--- config.mk ---
export PLATFORM = sky130hd
export DESIGN_NAME = mem_sync_ram
export DESIGN_NICKNAME = d
export VERILOG_FILES = /design/src/rtl/mem_sync_ram.sv
export SDC_FILE = /design/constraint.sdc
export NUM_CORES = 1
export LEC_CHECK = 0
export ABC_AREA = 1
export CAP_MARGIN = 30
export CELL_PAD_IN_SITES_DETAIL_PLACEMENT = 0
export CELL_PAD_IN_SITES_GLOBAL_PLACEMENT = 2
export CORE_UTILIZATION = 39
export CTS_CLUSTER_DIAMETER = 30
export DETAILED_ROUTE_END_ITERATION = 12
export PLACE_DENSITY_LB_ADDON = 0.08
export SLEW_MARGIN = 20
export SYNTH_ARGS = -nofsm -noshare
export SYNTH_HDL_FRONTEND = slang
export SYNTH_SLANG_ARGS = --single-unit
--- constraint.sdc ---
create_clock -name clk -period 2.05 [get_ports clk]
set_input_delay 0.41 -clock clk [delete_from_list [all_inputs] [get_ports clk]]
set_output_delay 0.41 -clock clk [all_outputs]
set_load 0.1 [all_outputs]
--- src/rtl/mem_sync_ram.sv ---
// mem_sync_ram
//   Single-port synchronous RAM with self zero-fill after reset or on request,
//   registered read data with a valid strobe, write-first read/write collision
//   and out-of-range address flagging.
//
// Parameters
//   DATA_W  word width in bits
//   ADDR_W  address width in bits
//   DEPTH   implemented words, 1 <= DEPTH <= 2**ADDR_W
//
// Ports
//   clk        rising-edge clock
//   reset      asynchronous active-low reset
//   clear_req  start a full zero-fill (honoured only when idle)
//   write      write strobe
//   read       read strobe
//   addr       shared read/write word address
//   data_in    write data
//   data_out   registered read data, holds between reads
//   rd_valid   one-cycle pulse when data_out was loaded by a read
//   busy       high while zero-filling; commands are dropped
//   err        one-cycle pulse when the last command had addr >= DEPTH
module mem_sync_ram #(
    parameter int DATA_W = 3,
    parameter int ADDR_W = 5,
    parameter int DEPTH  = 32
) (
    input  logic              clk,
    input  logic              reset,
    input  logic              clear_req,
    input  logic              write,
    input  logic              read,
    input  logic [ADDR_W-1:0] addr,
    input  logic [DATA_W-1:0] data_in,
    output logic [DATA_W-1:0] data_out,
    output logic              rd_valid,
    output logic              busy,
    output logic              err
);

    localparam int CNT_W = $clog2(DEPTH) + 1;
    // Index width that exactly covers DEPTH entries (at least one bit).
    localparam int IDX_W = (DEPTH > 1) ? $clog2(DEPTH) : 1;
    localparam bit FULL  = (DEPTH == (1 << ADDR_W));

    typedef enum logic {
        ST_CLEAR = 1'b0,
        ST_IDLE  = 1'b1
    } state_t;

    state_t              state_q, state_d;
    logic [CNT_W-1:0]    clr_cnt_q, clr_cnt_d;
    logic [DATA_W-1:0]   data_out_q, data_out_d;
    logic                rd_valid_q, rd_valid_d;
    logic                busy_q, busy_d;
    logic                err_q, err_d;

    logic [DATA_W-1:0]   mem [DEPTH];
    logic                mem_we;
    logic [IDX_W-1:0]    mem_waddr;
    logic [DATA_W-1:0]   mem_wdata;

    logic                in_range;
    logic [IDX_W-1:0]    addr_idx;

    assign addr_idx = addr[IDX_W-1:0];

    // A fully populated address space can never be out of range, so err
    // is structurally tied off in that case.
    generate
        if (FULL) begin : g_full
            assign in_range = 1'b1;
        end else begin : g_part
            assign in_range = ({1'b0, addr} < (ADDR_W+1)'(DEPTH));
        end
    endgenerate

    always_comb begin
        state_d    = state_q;
        clr_cnt_d  = clr_cnt_q;
        data_out_d = data_out_q;
        rd_valid_d = 1'b0;
        busy_d     = busy_q;
        err_d      = 1'b0;
        mem_we     = 1'b0;
        mem_waddr  = clr_cnt_q[IDX_W-1:0];
        mem_wdata  = '0;

        case (state_q)
            ST_CLEAR: begin
                // One word zeroed per edge; all commands dropped meanwhile.
                mem_we    = 1'b1;
                clr_cnt_d = clr_cnt_q + 1'b1;
                if (clr_cnt_q == CNT_W'(DEPTH - 1)) begin
                    state_d   = ST_IDLE;
                    busy_d    = 1'b0;
                    clr_cnt_d = '0;
                end
            end

            ST_IDLE: begin
                if (clear_req) begin
                    // Clear wins over any read/write on the same edge.
                    state_d   = ST_CLEAR;
                    clr_cnt_d = '0;
                    busy_d    = 1'b1;
                end else begin
                    if (write && in_range) begin
                        mem_we    = 1'b1;
                        mem_waddr = addr_idx;
                        mem_wdata = data_in;
                    end
                    if (read) begin
                        rd_valid_d = 1'b1;
                        // Write-first: a same-edge write forwards its data.
                        if (!in_range)
                            data_out_d = '0;
                        else if (write)
                            data_out_d = data_in;
                        else
                            data_out_d = mem[addr_idx];
                    end
                    err_d = (read || write) && !in_range;
                end
            end

            default: begin
                state_d   = ST_CLEAR;
                clr_cnt_d = '0;
                busy_d    = 1'b1;
            end
        endcase
    end

    always_ff @(posedge clk or negedge reset) begin
        if (!reset) begin
            state_q    <= ST_CLEAR;
            clr_cnt_q  <= '0;
            data_out_q <= '0;
            rd_valid_q <= 1'b0;
            busy_q     <= 1'b1;
            err_q      <= 1'b0;
        end else begin
            state_q    <= state_d;
            clr_cnt_q  <= clr_cnt_d;
            data_out_q <= data_out_d;
            rd_valid_q <= rd_valid_d;
            busy_q     <= busy_d;
            err_q      <= err_d;
        end
    end

    // Array has no reset; its contents are defined by the zero-fill.
    always_ff @(posedge clk) begin
        if (mem_we)
            mem[mem_waddr] <= mem_wdata;
    end

    assign data_out = data_out_q;
    assign rd_valid = rd_valid_q;
    assign busy     = busy_q;
    assign err      = err_q;

endmodule

==> key figures, run 1 <==
Route
  • Via/cell ratio: 4.858
  • DRT Wirelength: 12360 µm
  • Detailed-route via count: around 3600
  • Drt wl/cell: around 17 µm
  • Residual DRC: 0
  • DRT Pass-1 Iters: 4
  • DRT antenna net count: 0
  • DRT iter0 DRCs: around 230

STA
  • Fmax: around 530 MHz
  • Final Worst Setup Slack: between 0.15 and 0.2 ns
  • Final Skew: between 0.006 and 0.007 ns
  • Pins Over Slew Limit: 0
  • Final min period: 1.885 ns
  • Fin crit share: just over 90%
  • Unrepaired setup endpoints after global routing: no
  • Final hold viol count: 0
  • Endpoints failing setup: 0
  • Slew of the pin with the lowest slew margin: approximately 0.60 ns
  • Slew HR: slightly below 60%

Job
  • Max-cap violations: 0

CTS
  • CTS Sinks: approximately 110
  • Clk buf depth: 2
  • Clock Latency Late Sink: between 0.3 and 0.4 ns
  • Root Buffer: clkbuf_16
  • CTS tree: yes
  • CTS buffer count: 9
  • H-tree depth: 3
  • Hold buffers post-CTS: 0
  • Clock transition at path regs: 0.07 ns

Pwr
  • Comb pwr share: 33.8%
  • Pwr dens: roughly 1100 mW/mm²
  • Switching Share: 36.34%
  • Internal: 4.396 mW
  • Total power: 6.906 mW
  • Clock network power share: between 20% and 30%
  • Sequential power share: 41.5%
  • Leak pwr: between 2 and 3 nW
  • Peak supply drop: between 0.5 and 0.6 mV
  • P_sw: approximately 2.5 mW

Yosys
  • Cells after synthesis: 523
  • Largest family of logic cells by synthesized area: simple AND/OR/NAND/NOR gates
  • Simple logic cell fraction of the synthesized area: about a quarter
  • Most frequent cell after synthesis: nand2_1
  • Adder-cell share of the synthesized area: less than 1%
  • Mux share of post-synthesis cell area: 0%
  • Synth cell types: 32
  • Synth area leaders: edfxtp_1, nand2_1, nand3_1
  • Post-synthesis sequential area ratio: between 60 and 70%
  • Yosys top cell by area: edfxtp_1
  • Post-synth ARST share: 11.11%
  • YS warnings: 0
  • Compound-Gate Fraction of Synth Area: 3.220%
  • Syn Area/Cell: roughly 10 µm²
  • Mapped Nets: roughly 540
  • XOR/XNOR Fraction of Synth Area: less than 1%
  • Ys flop type: edfxtp_1
  • Yosys reg bits: between 100 and 150
  • Post-synth top cells: nand2_1, edfxtp_1, nand3_1
  • Share of the synthesized area in the top cell type: 56.64%
  • Synth Cell Area: between 0.005 and 0.006 mm²
  • Post-synth EDFFs: between 90 and 100

Die
  • Initial Util: about 40%
  • Total Die Area: between 0.01 and 0.015 mm²
  • Chip Width: roughly 120 µm
  • Core Box Area: between 0.01 and 0.015 mm²
  • Die H: 116.2 µm
  • Row count: roughly 40
  • I/O Pins: 19

Run status
  • Status: finished, final reports clean

Placement
  • Setup slack after placement: -0.3778 ns
  • Port Buffers: 17
  • DP HPWL: 8346 µm
  • Routability cong.: approximately 0.75
  • Dpl cells: between 700 and 800

Worst setup path
  • Slowest stage delay, CP: around 0.45 ns
  • Crit. End Element: flop
  • Crit path kind: reg2reg
  • Critical Path RT: 2.10 ns
  • Worst endpoint data arrival time: a little under 2 ns
  • Worst Path Buf+Inv: 2
  • Cell-by-cell trace of the critical path: nand3_4 -> buf_12 -> o21ai_4 -> buf_6 -> nand3_4 -> nor2_2
  • Flop-to-flop setup slack: 0.16 ns
  • Highest-delay cell along the critical path: dfrtp_1
  • Top delay family on crit path: simple AND/OR/NAND/NOR gates
  • CP dominant cell by count: nand3_4
  • Crit-path max FO: 8
  • Worst setup SP type: flop

Global routing
  • First-pass GRT wire length: 19280 µm
  • Largest net degree at the start of global routing: 35
  • All-Layer GR Usage: between 20% and 30%
  • Remaining global-route overflow: 0
  • Number of global-route vias before repair: 3512
  • Initial antenna violation count: 0

Cells and area
  • Multi-input gate area: 0.001687 mm²
  • FF/Latch Area: between 0.003 and 0.004 mm²
  • Filler cells: roughly 1200
  • Area grow syn2layout: 21.44%
  • Non-Filler Instances: approximately 750
  • Share of layout cells above drive strength 1: between 20% and 30%
  • Layout net count: between 500 and 600
  • # diodes: 0

Min path
  • Min-Delay Path Class: in2async
worst paths after layout:
kind | depth (start not counted) | from | endpoint
worst max-delay path | 6 | state_q$_DFF_PN0_ | mem[13][0]$_DFFE_PP_
worst min-delay path | 1 | reset | clr_cnt_q[5]$_DFFE_PN0P_
worst max register to register | 6 | state_q$_DFF_PN0_ | mem[13][0]$_DFFE_PP_
worst min register to register | 3 | clr_cnt_q[5]$_DFFE_PN0P_ | state_q$_DFF_PN0_
max in group asynchronous | 1 | reset | data_out[0]$_DFFE_PN0P_
min in group clk | 5 | clear_req | rd_valid$_DFF_PN0_
worst register-to-register path, cell delays in order, from the launching register on:
cell and delay, ns:
dfrtp_1 0.45, nand3_4 0.15, buf_12 0.17, o21ai_4 0.21
buf_6 0.14, nand3_4 0.22, nor2_2 0.25
power groups by stage:
stage	Combinational, mW	Clock, mW	Sequential [mW]
CTS	2.09	1.75	2.87
global route	2.55	1.81	2.90
detailed placement	2.07	0	2.91
global placement	2.05	0	2.91
floorplan	1.08	0	3.20
finish	2.33	1.71	2.86
cell families after synthesis:
family	Yosys count
AO/OA/AOI/OAI	25
AND/OR/NAND/NOR	298
buffers and inverters	87
other	1
adder cells (fa/ha/maj)	1
flip-flops	108
XOR/XNOR	3
sequential cells by signal (all words and copies together), names as in the netlist:
name	cells
rd_valid	1
mem	96
data_out	3
state_q	1
clr_cnt_q	6
busy	1
metal layers:
layer  vias to the layer above  GRT usage, %  wire [µm]
li1                       1799             -          -
met1                      1764         26.88       5965
met2                        47         32.98       5926
met3                         9         3.944        350
met4                         0         5.812        114
met5                         -             0          0
cells in the final DEF (no fill, tap or decap), types with 6 or more instances in the layout:
cell             synthesis  final
nand2_1                164    163
edfxtp_1                96     96
nand3_1                 76     71
inv_1                   59     59
buf_4                    1     33
nor2_2                   0     28
o21ai_0                 11     11
dfrtp_1                 11     11
nor2_1                  42     10
clkbuf_16                0      9
clkdlybuf4s50_1          0      9
buf_12                   0      9
nand3_4                  4      7
inv_2                    6      6
timing repair:
item                                    in CTS  in global routing
cloned                                       0                  1
setup buffers                                0                  2
pin swaps                                    0                  4
gates resized for setup                      1                 47
endpoints found under the setup margin       9                 96
area by class of cell:
type	count	area share, %
repair buffers	55	9.049
multi-input cells	329	27.29
well taps	172	3.482
clock inverters	6	1.012
inverters	65	3.947
clock buffers	10	3.704
flip-flops and latches	108	51.52
stage by stage:
step / hold WS, ns / util, % / setup TNS (ns) / cell area, µm²
floorplan: 0.1144 / - / 0 / 5090
CTS: 0.4402 / 47.27 / 0 / 5989
finish: 0.4415 / 48.78 / 0 / 6181
global route: 0.4702 / 48.78 / 0 / 6181
detailed placement: 0.5381 / 44.94 / -31.71 / 5694
global placement: 0.5487 / 44.94 / -29.16 / 5694
(Power assumes the default switching activity.)
==> run 2, diff against run 1 <==
--- a/config.mk
+++ b/config.mk
@@ -9,9 +9,11 @@
 export CAP_MARGIN = 30
 export CELL_PAD_IN_SITES_DETAIL_PLACEMENT = 0
 export CELL_PAD_IN_SITES_GLOBAL_PLACEMENT = 2
+export CORE_MARGIN = 8
 export CORE_UTILIZATION = 39
 export CTS_CLUSTER_DIAMETER = 30
 export DETAILED_ROUTE_END_ITERATION = 12
+export MAX_ROUTING_LAYER = met4
 export PLACE_DENSITY_LB_ADDON = 0.08
 export SLEW_MARGIN = 20
 export SYNTH_ARGS = -nofsm -noshare
==> run 2 against run 1 <==
Effect of this change:
- the flow now finishes with violations (negative setup slack)
- global-route usage down 4.2 points
- final cell count fell by 0.81%
- register-to-register slack is essentially flat
- hold slack lost 0.017 ns
- routed wire length down 1.8%
- core utilization decreased by 1.5 points
- non-clock buffer count decreased by 4
- design area decreased by 3.2%
- combinational power decreased by 9.0%
- total power shrank 4.6%
- sequential share of layout area increased by 1.7 points
- count of clock-buffer cells in the layout is 1 lower
- critical path type is now in2reg
- critical endpoint is now mem[6][1]$_DFFE_PP_
- largest cell class unchanged
- highest routed layer unchanged
==> key figures, run 2 (synthesis gave the netlist of run 1 again) <==
Run status
  • Status: finished with violations
  • Failing checks: negative setup slack

Die
  • I/O Pins: 19 (unchanged)
  • Die H: 130.2 µm (+12%)
  • Chip Width: 130.2 µm (+12%)
  • Core Box Area: 0.01267 mm² (unchanged)
  • Total Die Area: 0.01696 mm² (+26%)
  • Row count: 41 (unchanged)
  • Initial Util: 40.17% (unchanged)

Worst setup path
  • Crit path kind: in2reg
  • Worst setup SP type: input port
  • Crit-path max FO: 6 (-2)
  • Reg2reg end: mem[6][1]$_DFFE_PP_
  • Worst endpoint data arrival time: 2.10 ns (+0.17 ns)
  • Reg2reg start: state_q$_DFF_PN0_
  • Crit. End Element: flop
  • R2R cell count: 5 (-1)
  • Critical Path RT: 2.09 ns (about the same)
  • Flop-to-flop setup slack: 0.16 ns (about the same)

Global routing
  • Remaining global-route overflow: 0 (unchanged)
  • Initial antenna violation count: 0 (unchanged)
  • First-pass GRT wire length: 18890 µm (-2.0%)
  • All-Layer GR Usage: 15.84% (-4.2 points)
  • Largest net degree at the start of global routing: 48 (+37%)
  • Number of global-route vias before repair: 3480 (-0.91%)

Route
  • Via/cell ratio: 4.742 (-2.4%)
  • Drt wl/cell: 16.42 µm (-1.0%)
  • DRT iter0 DRCs: 207 (-12%)
  • DRT antenna net count: 0 (unchanged)
  • Residual DRC: 0 (unchanged)
  • DRT Wirelength: 12130 µm (-1.8%)
  • Detailed-route via count: 3504 (-3.2%)
  • DRT Pass-1 Iters: 4 (unchanged)

STA
  • Endpoints failing setup: 3 (+3)
  • Slew of the pin with the lowest slew margin: 0.5835 ns (-0.01949 ns)
  • Fmax: 486.8 MHz (-8.2%)
  • Final Worst Setup Slack: -0.004138 ns (-0.1688 ns)
  • Unrepaired setup endpoints after global routing: yes
  • Final min period: 2.054 ns (+0.1688 ns)
  • Hold_ws: 0.4246 ns (-0.01691 ns)
  • Final hold viol count: 0 (unchanged)
  • Slew HR: 60.98% (+1.3 points)
  • Fin crit share: 100.2% (+8.2 points)
  • Final Skew: 0.006404 ns (+0.0003395 ns)
  • Pins Over Slew Limit: 0 (unchanged)

Cells and area
  • Max reg flops: 96 (unchanged)
  • Most frequent cells in the layout: nand2_1, edfxtp_1, nand3_1, inv_1, buf_4
  • # diodes: 0 (unchanged)
  • Filler cells: 1253 (+3.7%)
  • Biggest register: mem
  • Layout net count: 577 (-0.86%)
  • Commonest non-fill, non-tap cell in the layout: nand2_1
  • Non-Filler Instances: 739 (-0.81%)
  • Area grow syn2layout: 17.60%
  • Final instance area: 0.005986 mm² (-3.2%)
  • Share of layout cells above drive strength 1: 17.46% (-3.5 points)

CTS
  • CTS tree: yes
  • Clock Latency Late Sink: 0.35 ns (about the same)
  • CTS buffer count: 9 (unchanged)
  • H-tree depth: 3 (unchanged)
  • Clk buf depth: 2 (unchanged)
  • Root Buffer: clkbuf_16
  • Clock transition at path regs: 0.07 ns (about the same)
  • CTS Sinks: 108 (unchanged)
  • Hold buffers post-CTS: 0 (unchanged)
  • Post-CTS setup buffer count: 0 (unchanged)
  • Resized cells post-CTS: 1 (unchanged)

Pwr
  • Total power: 6.588 mW (-4.6%)
  • Peak supply drop: 0.5059 mV (-11%)
  • Leak pwr: 2.519 nW (-2.6%)
  • Pwr dens: 1101 mW/mm² (-1.5%)

Placement
  • Dpl cells: 724 (-0.28%)
  • Routability cong.: 0.8299 (+11%)
  • Port Buffers: 17 (unchanged)
  • DP Area: 0.005654 mm² (-0.70%)
  • DP HPWL: 8366 µm (+0.25%)

Min path
  • Min-Delay Path Class: in2async

Job
  • Max-cap violations: 0 (unchanged)
==> run 2: changes by cell type in the layout (fill, tap and decap cells not counted), sizes merged <==
cell,delta
clkinvlp,+1
dlymetal6s2s,-2
clkbuf,-1
clkdlybuf4s50,+2
bufinv,-1
nand3,-1
buf,-4
==> run 2: per-stage QoR <==
step | setup WS [ns] | utilization (%) | TNS (ns)
global route | -0.08458 | 47.24 | -2.954
floorplan | 0.2230 | - | 0
finish | -0.004138 | 47.24 | -0.01219
global placement | -0.3477 | 44.62 | -27.40
CTS | 0.02447 | 46.75 | 0
detailed placement | -0.3768 | 44.62 | -30.02
==> run 2: worst max-delay path, cell delays in order <==
cell and delay, ns:
clkdlybuf4s50_1 0.52, nand3_4 0.15, buf_4 0.18, o21ai_2 0.24, nand3_1 0.29, nor2_1 0.29
==> run 2: how the worst max path moves through the flow <==
stage	startpoint	end	slack, ns	cells after the start
final	write	mem[6][1]$_DFFE_PP_	-0.004	6
after global routing	write	mem[26][0]$_DFFE_PP_	-0.08	8
after CTS	write	mem[18][1]$_DFFE_PP_	0.02	6
after detailed placement	write	mem[22][0]$_DFFE_PP_	-0.38	5
after global placement	write	mem[22][0]$_DFFE_PP_	-0.35	5
after floorplan	clear_req	mem[0][0]$_DFFE_PP_	0.22	4
==> run 2: routing by layer <==
metal  vias up  track usage (%)  part of all wire [%]
li1       1786                -                     -
met1      1661            19.65                    46
met2        45            25.20                    48
met5         -                -                     0
met3        12            3.427                   3.7
met4         0            5.464                   1.6
==> run 2: final cells by class <==
type / count / area, µm² / share of cell area (%)
clock inverter: 6 / 40.04 / 0.6689
tap: 172 / 215.2 / 3.595
sequential: 108 / 3184 / 53.20
clock buffer: 9 / 225.2 / 3.763
multi-input combinational: 328 / 1582 / 26.42
timing repair buffer: 51 / 495.5 / 8.278
inverter: 65 / 244.0 / 4.076
==> run 2: where the power goes <==
part / internal (mW) / switching [mW]
clock network: 0.815 / 0.768
registers: 2.75 / 0.137
logic: 0.634 / 1.49
